$ cat config.mk
export PLATFORM = sky130hd
export DESIGN_NAME = ec_scalar_ctrl
export DESIGN_NICKNAME = d
export VERILOG_FILES = /design/src/rtl/ec_scalar_ctrl.sv
export SDC_FILE = /design/constraint.sdc
export NUM_CORES = 1
export LEC_CHECK = 0
export ABC_CLOCK_PERIOD_IN_PS = 2850
export BUFFER_PORTS_ARGS = -buffer_cell sky130_fd_sc_hd__buf_2
export CORE_MARGIN = 3
export CORE_UTILIZATION = 43
export CTS_CLUSTER_SIZE = 14
export DETAILED_ROUTE_END_ITERATION = 10
export PLACE_DENSITY = 0.76
export SLEW_MARGIN = 20
export SYNTH_ARGS = -nofsm -noshare
export SYNTH_HDL_FRONTEND = slang
export SYNTH_SLANG_ARGS = --single-unit
$ cat constraint.sdc
create_clock -name clk -period 2.85 [get_ports clk]
set_input_delay 0.4275 -clock clk [delete_from_list [all_inputs] [get_ports clk]]
set_output_delay 0.4275 -clock clk [all_outputs]
set_load 0.03 [all_outputs]
$ cat src/rtl/ec_scalar_ctrl.sv
// ec_scalar_ctrl: scalar-multiplication sequencer for k*G on y^2=x^3+2x+2 mod 17.
// The scalar is first reduced modulo the group order. A residue of zero gives
// the point at infinity directly. Otherwise the external point adder is reset
// and allowed to step through G, 2G, ... until the k-th multiple is captured.
//
// Ports
//   clk, reset            clock, synchronous active-high reset
//   k_valid/k_ready/k_in  scalar request handshake (k_in sampled at acceptance)
//   adder_reset           reset for the point-adder stage (START and reset only)
//   pt_x_in/pt_y_in       running multiple presented by the point adder
//   res_valid/res_ready   result handshake
//   res_x/res_y/res_inf   result point, zero-extended to DATA_W
//   busy                  high whenever the sequencer is not idle
//
// The state-derived handshake outputs are state decodes masked by reset, so
// reset forces their reset values in the same cycle and releases them in the
// first cycle after it drops.
module ec_scalar_ctrl #(
  parameter int unsigned DATA_W = 64,
  parameter int unsigned ORDER  = 19
) (
  input  logic              clk,
  input  logic              reset,
  input  logic              k_valid,
  output logic              k_ready,
  input  logic [7:0]        k_in,
  output logic              adder_reset,
  input  logic [DATA_W-1:0] pt_x_in,
  input  logic [DATA_W-1:0] pt_y_in,
  output logic              res_valid,
  input  logic              res_ready,
  output logic [DATA_W-1:0] res_x,
  output logic [DATA_W-1:0] res_y,
  output logic              res_inf,
  output logic              busy
);

  localparam int unsigned K_W = 8;
  localparam logic [K_W-1:0] ORDER_K = K_W'(ORDER);

  typedef enum logic [2:0] {
    S_IDLE,
    S_REDUCE,
    S_START,
    S_STEP,
    S_DONE
  } state_e;

  state_e              state_q, state_d;
  logic [K_W-1:0]      k_work_q, k_work_d;
  logic [K_W-1:0]      step_cnt_q, step_cnt_d;
  logic [DATA_W-1:0]   res_x_q, res_x_d;
  logic [DATA_W-1:0]   res_y_q, res_y_d;
  logic                res_inf_q, res_inf_d;

  // State and datapath registers.
  always_ff @(posedge clk) begin
    if (reset) begin
      state_q    <= S_IDLE;
      k_work_q   <= '0;
      step_cnt_q <= '0;
      res_x_q    <= '0;
      res_y_q    <= '0;
      res_inf_q  <= 1'b0;
    end else begin
      state_q    <= state_d;
      k_work_q   <= k_work_d;
      step_cnt_q <= step_cnt_d;
      res_x_q    <= res_x_d;
      res_y_q    <= res_y_d;
      res_inf_q  <= res_inf_d;
    end
  end

  // Next-state and datapath updates.
  always_comb begin
    state_d    = state_q;
    k_work_d   = k_work_q;
    step_cnt_d = step_cnt_q;
    res_x_d    = res_x_q;
    res_y_d    = res_y_q;
    res_inf_d  = res_inf_q;

    unique case (state_q)
      S_IDLE: begin
        if (k_valid) begin
          k_work_d   = k_in;
          step_cnt_d = '0;
          state_d    = S_REDUCE;
        end
      end
      S_REDUCE: begin
        // One subtraction per cycle; the residue is final once below ORDER.
        if (k_work_q >= ORDER_K) begin
          k_work_d = k_work_q - ORDER_K;
        end else if (k_work_q == '0) begin
          res_x_d   = '0;
          res_y_d   = '0;
          res_inf_d = 1'b1;
          state_d   = S_DONE;
        end else begin
          state_d = S_START;
        end
      end
      S_START: begin
        step_cnt_d = '0;
        state_d    = S_STEP;
      end
      S_STEP: begin
        // The adder presents (step_cnt+1)*G, so step k_work-1 holds k*G.
        if (step_cnt_q == k_work_q - K_W'(1)) begin
          res_x_d   = pt_x_in;
          res_y_d   = pt_y_in;
          res_inf_d = 1'b0;
          state_d   = S_DONE;
        end else begin
          step_cnt_d = step_cnt_q + K_W'(1);
        end
      end
      S_DONE: begin
        if (res_ready) begin
          state_d = S_IDLE;
        end
      end
      default: state_d = S_IDLE;
    endcase
  end

  // Handshake and status outputs.
  assign k_ready     = ~reset & (state_q == S_IDLE);
  assign busy        = ~reset & (state_q != S_IDLE);
  assign res_valid   = ~reset & (state_q == S_DONE);
  assign adder_reset =  reset | (state_q == S_START);
  assign res_x       = reset ? '0   : res_x_q;
  assign res_y       = reset ? '0   : res_y_q;
  assign res_inf     = reset ? 1'b0 : res_inf_q;

endmodule

==> results by group <==
Status
  • Outcome: finished, final reports clean

Pwr
  • Leak Pwr: 3.995 nW
  • Worst VDD drop: 0.4104 mV
  • PwrDens: 697.6 nW/um^2

Timing
  • Unrepaired setup endpoints after global routing: true
  • WHS: 0.2166 ns
  • Worst slew pin tran: 0.9721 ns
  • Setup TNS: 0 ns
  • Final Critical Period: 2.798 ns
  • Final worst slack: 0.05247 ns
  • Hold Fails Final Rpt: 0
  • Tcrit/Tclk final: 0.9816
  • Slew HR: 0.3464
  • Max-slew violations: 0
  • Final setup skew: 0.006757 ns
  • Setup violators final: 0
  • Max frequency: 357.5 MHz

Route
  • Drt drc: 0
  • Count of antenna-violating nets left after detailed routing: 0
  • WL final: 16960 um
  • Avg WL per Cell: 15.81 um
  • Via count: 5594
  • Initial drt markers: 284
  • TritonRoute pass-1 iters: 5
  • DR vias/cell: 5.213

CTS
  • Number of H-tree levels: 4
  • CTS tree: yes
  • Number of buffers created by CTS: 17
  • CTS hold repair buffers: 0
  • Worst-Skew Late Latency: 0.42 ns
  • CTS Root Buffer Type: clkbuf_16
  • # clock sinks: 148
  • Clock tree buffer depth: 2
  • CTS clk-pin slew, worst paths: 0.06 ns

Critical path
  • WP data required: 3.21 ns
  • Worst Path Class, Setup: flip-flop to flip-flop
  • Crit path max fanout: 5
  • CP Launch Type: flip-flop
  • Worst Setup End Kind: flip-flop
  • WP data arrival: 3.16 ns

Synthesis
  • Top_reg_cell synth: dfxtp_1
  • Post-synth EDFFs: 0
  • Syn_nets: 760
  • Post-synth top area cell: dfxtp_1
  • Synth warn: 0
  • Largest cells by area after synthesis: dfxtp_1, a22o_1, nor2b_1
  • Syn avg cell area: 10.16 um^2
  • Post-synthesis register bit count: 148
  • Count of different cell masters after synthesis: 48
  • Gate Count Post-Synth: 616
  • Sequential area share after synthesis: 0.4735
  • Mapped Area: 6257 um^2
  • Synth async-reset ratio: 0
  • Area share of the leading cell type in the synthesized netlist: 0.4735

Cells and area
  • Nets: 1026
  • Final cell count without fillers: 1073
  • Share of post-route cells with drive strength above 1: 0.3875
  • Diode count: 0
  • Synth-to-layout area growth: 34.79%

Floorplanning
  • Initial Util: 0.4456
  • Die X: 126.6 um
  • Chip height: 126.6 um
  • Die area: 16040 um^2
  • IO Count: 273
  • Row Count: 43
  • Core area: 14040 um^2

Global route
  • Total congestion overflow: 0
  • All-layer global routing usage: 0.2010
  • Initial antenna violation count: 0
  • Vias in the first global route: 5321
  • Largest net degree at the start of global routing: 68
  • First-pass GRT wire length: 26340 um

Job
  • Max Cap Violations: 0

Placement
  • Dpl hpwl: 11650 um
  • Number of port buffers: 272
  • Placer Congestion: 0.7962
  • Pre-CTS setup slack: 0.07121 ns
  • Placed instance count: 1033

Min path
  • Worst hold path class: input pin to flip-flop
## cells in the final DEF, fill, tap and decap left out, types with 6 or more instances in the layout
cell	n
a22o_1	129
xnor2_1	6
inv_1	9
o21ai_0	8
buf_2	271
o31ai_1	9
nor2b_1	129
nand3_1	8
or4_1	6
buf_4	19
dfxtp_1	147
nor3_1	7
nor2_1	18
nand2_1	16
a21oi_1	18
clkbuf_16	20
buf_12	8
## flip-flops by register name (all words and copies together), names as in the netlist
signal / count
k_work_q: 8
res_inf_q: 1
res_x_q: 64
res_y_q: 64
state_q: 3
step_cnt_q: 8
## metal layers
layer | vias to the layer above | part of all wire | wire length (um) | global-route usage
met1 | 2615 | 0.41 | 6975 | 0.2367
met3 | 28 | 0.076 | 1284 | 0.07326
met2 | 191 | 0.49 | 8340 | 0.3347
met5 | - | 0 | 0 | 0
met4 | 0 | 0.021 | 363 | 0.07760
li1 | 2760 | - | - | -
## Yosys cell counts, types with 2 or more instances
cell,n
nand2b_1,5
clkbuf_1,26
or4_1,6
o31a_1,2
buf_4,4
a2bb2oi_1,3
buf_2,3
buf_6,22
nor2_1,18
a22o_1,129
a211oi_1,2
nand3_1,8
nor2b_1,129
o31ai_1,9
o21ai_0,8
xnor2_1,6
nor4_1,5
nand2_1,16
dfxtp_1,148
or2_2,2
a21oi_1,18
o41ai_1,2
nor3_1,7
ha_1,4
a22oi_1,3
inv_1,9
## worst max-delay path: stages, from the launching register on
cell,delay (ns)
dfxtp_2,0.32
or3_4,0.40
or4_4,0.50
a2111oi_4,0.36
o311ai_2,0.17
buf_4,0.19
nor3_4,0.24
buf_4,0.16
buf_6,0.09
clkbuf_16,0.13
buf_6,0.08
a22o_1,0.10
## logic make-up after synthesis
group,after synthesis,synth area share
AOI/OAI and AO/OA,188,0.2488
and+or+nand+nor,204,0.1916
buffers and inverters,65,0.06838
DFF,148,0.4735
xor gates and xnor gates,7,0.009798
adders and majority gates,4,0.007999
## metrics by stage
stage	cell area, um^2	util	power (mW)
final	8434	0.6006	5.883
after global routing	8434	0.6006	6.192
after CTS	8268	0.5888	5.842
after detailed placement	7730	0.5505	3.773
after global placement	7730	0.5505	3.744
after floorplan	6257	-	3.404
## worst paths after layout
kind | from | endpoint | slack, ns | depth (start not counted)
setup / recovery | k_work_q[4] | res_y_q[59] | 0.05 | 11
hold / removal | pt_y_in[49] | res_y_q[49] | 0.22 | 2
setup reg to reg | k_work_q[4] | res_y_q[59] | 0.05 | 11
hold reg to reg | res_inf_q | res_inf_q | 0.49 | 2
## repair_timing
action	4_1_cts	5_1_grt
endpoints found under the setup margin	0	123
gates resized for setup	0	7
setup buffers	0	7
## power breakdown
group          switching, mW  internal, mW  total [mW]
Clock                  0.870          1.19        2.06
Sequential            0.0800          2.15        2.23
Combinational          0.990         0.606        1.60
Total                   1.94          3.94        5.88
## cell type report
cell class	count	area [um^2]
clock buffers	18	429.2
fillers	1229	5608
inverters	9	33.78
repair buffers	303	1757
clock inverters	12	108.9
multi-input cells	403	2917
flip-flops and latches	148	2964
well taps	180	225.2
No activity file was read; power rests on OpenSTA's default activity.
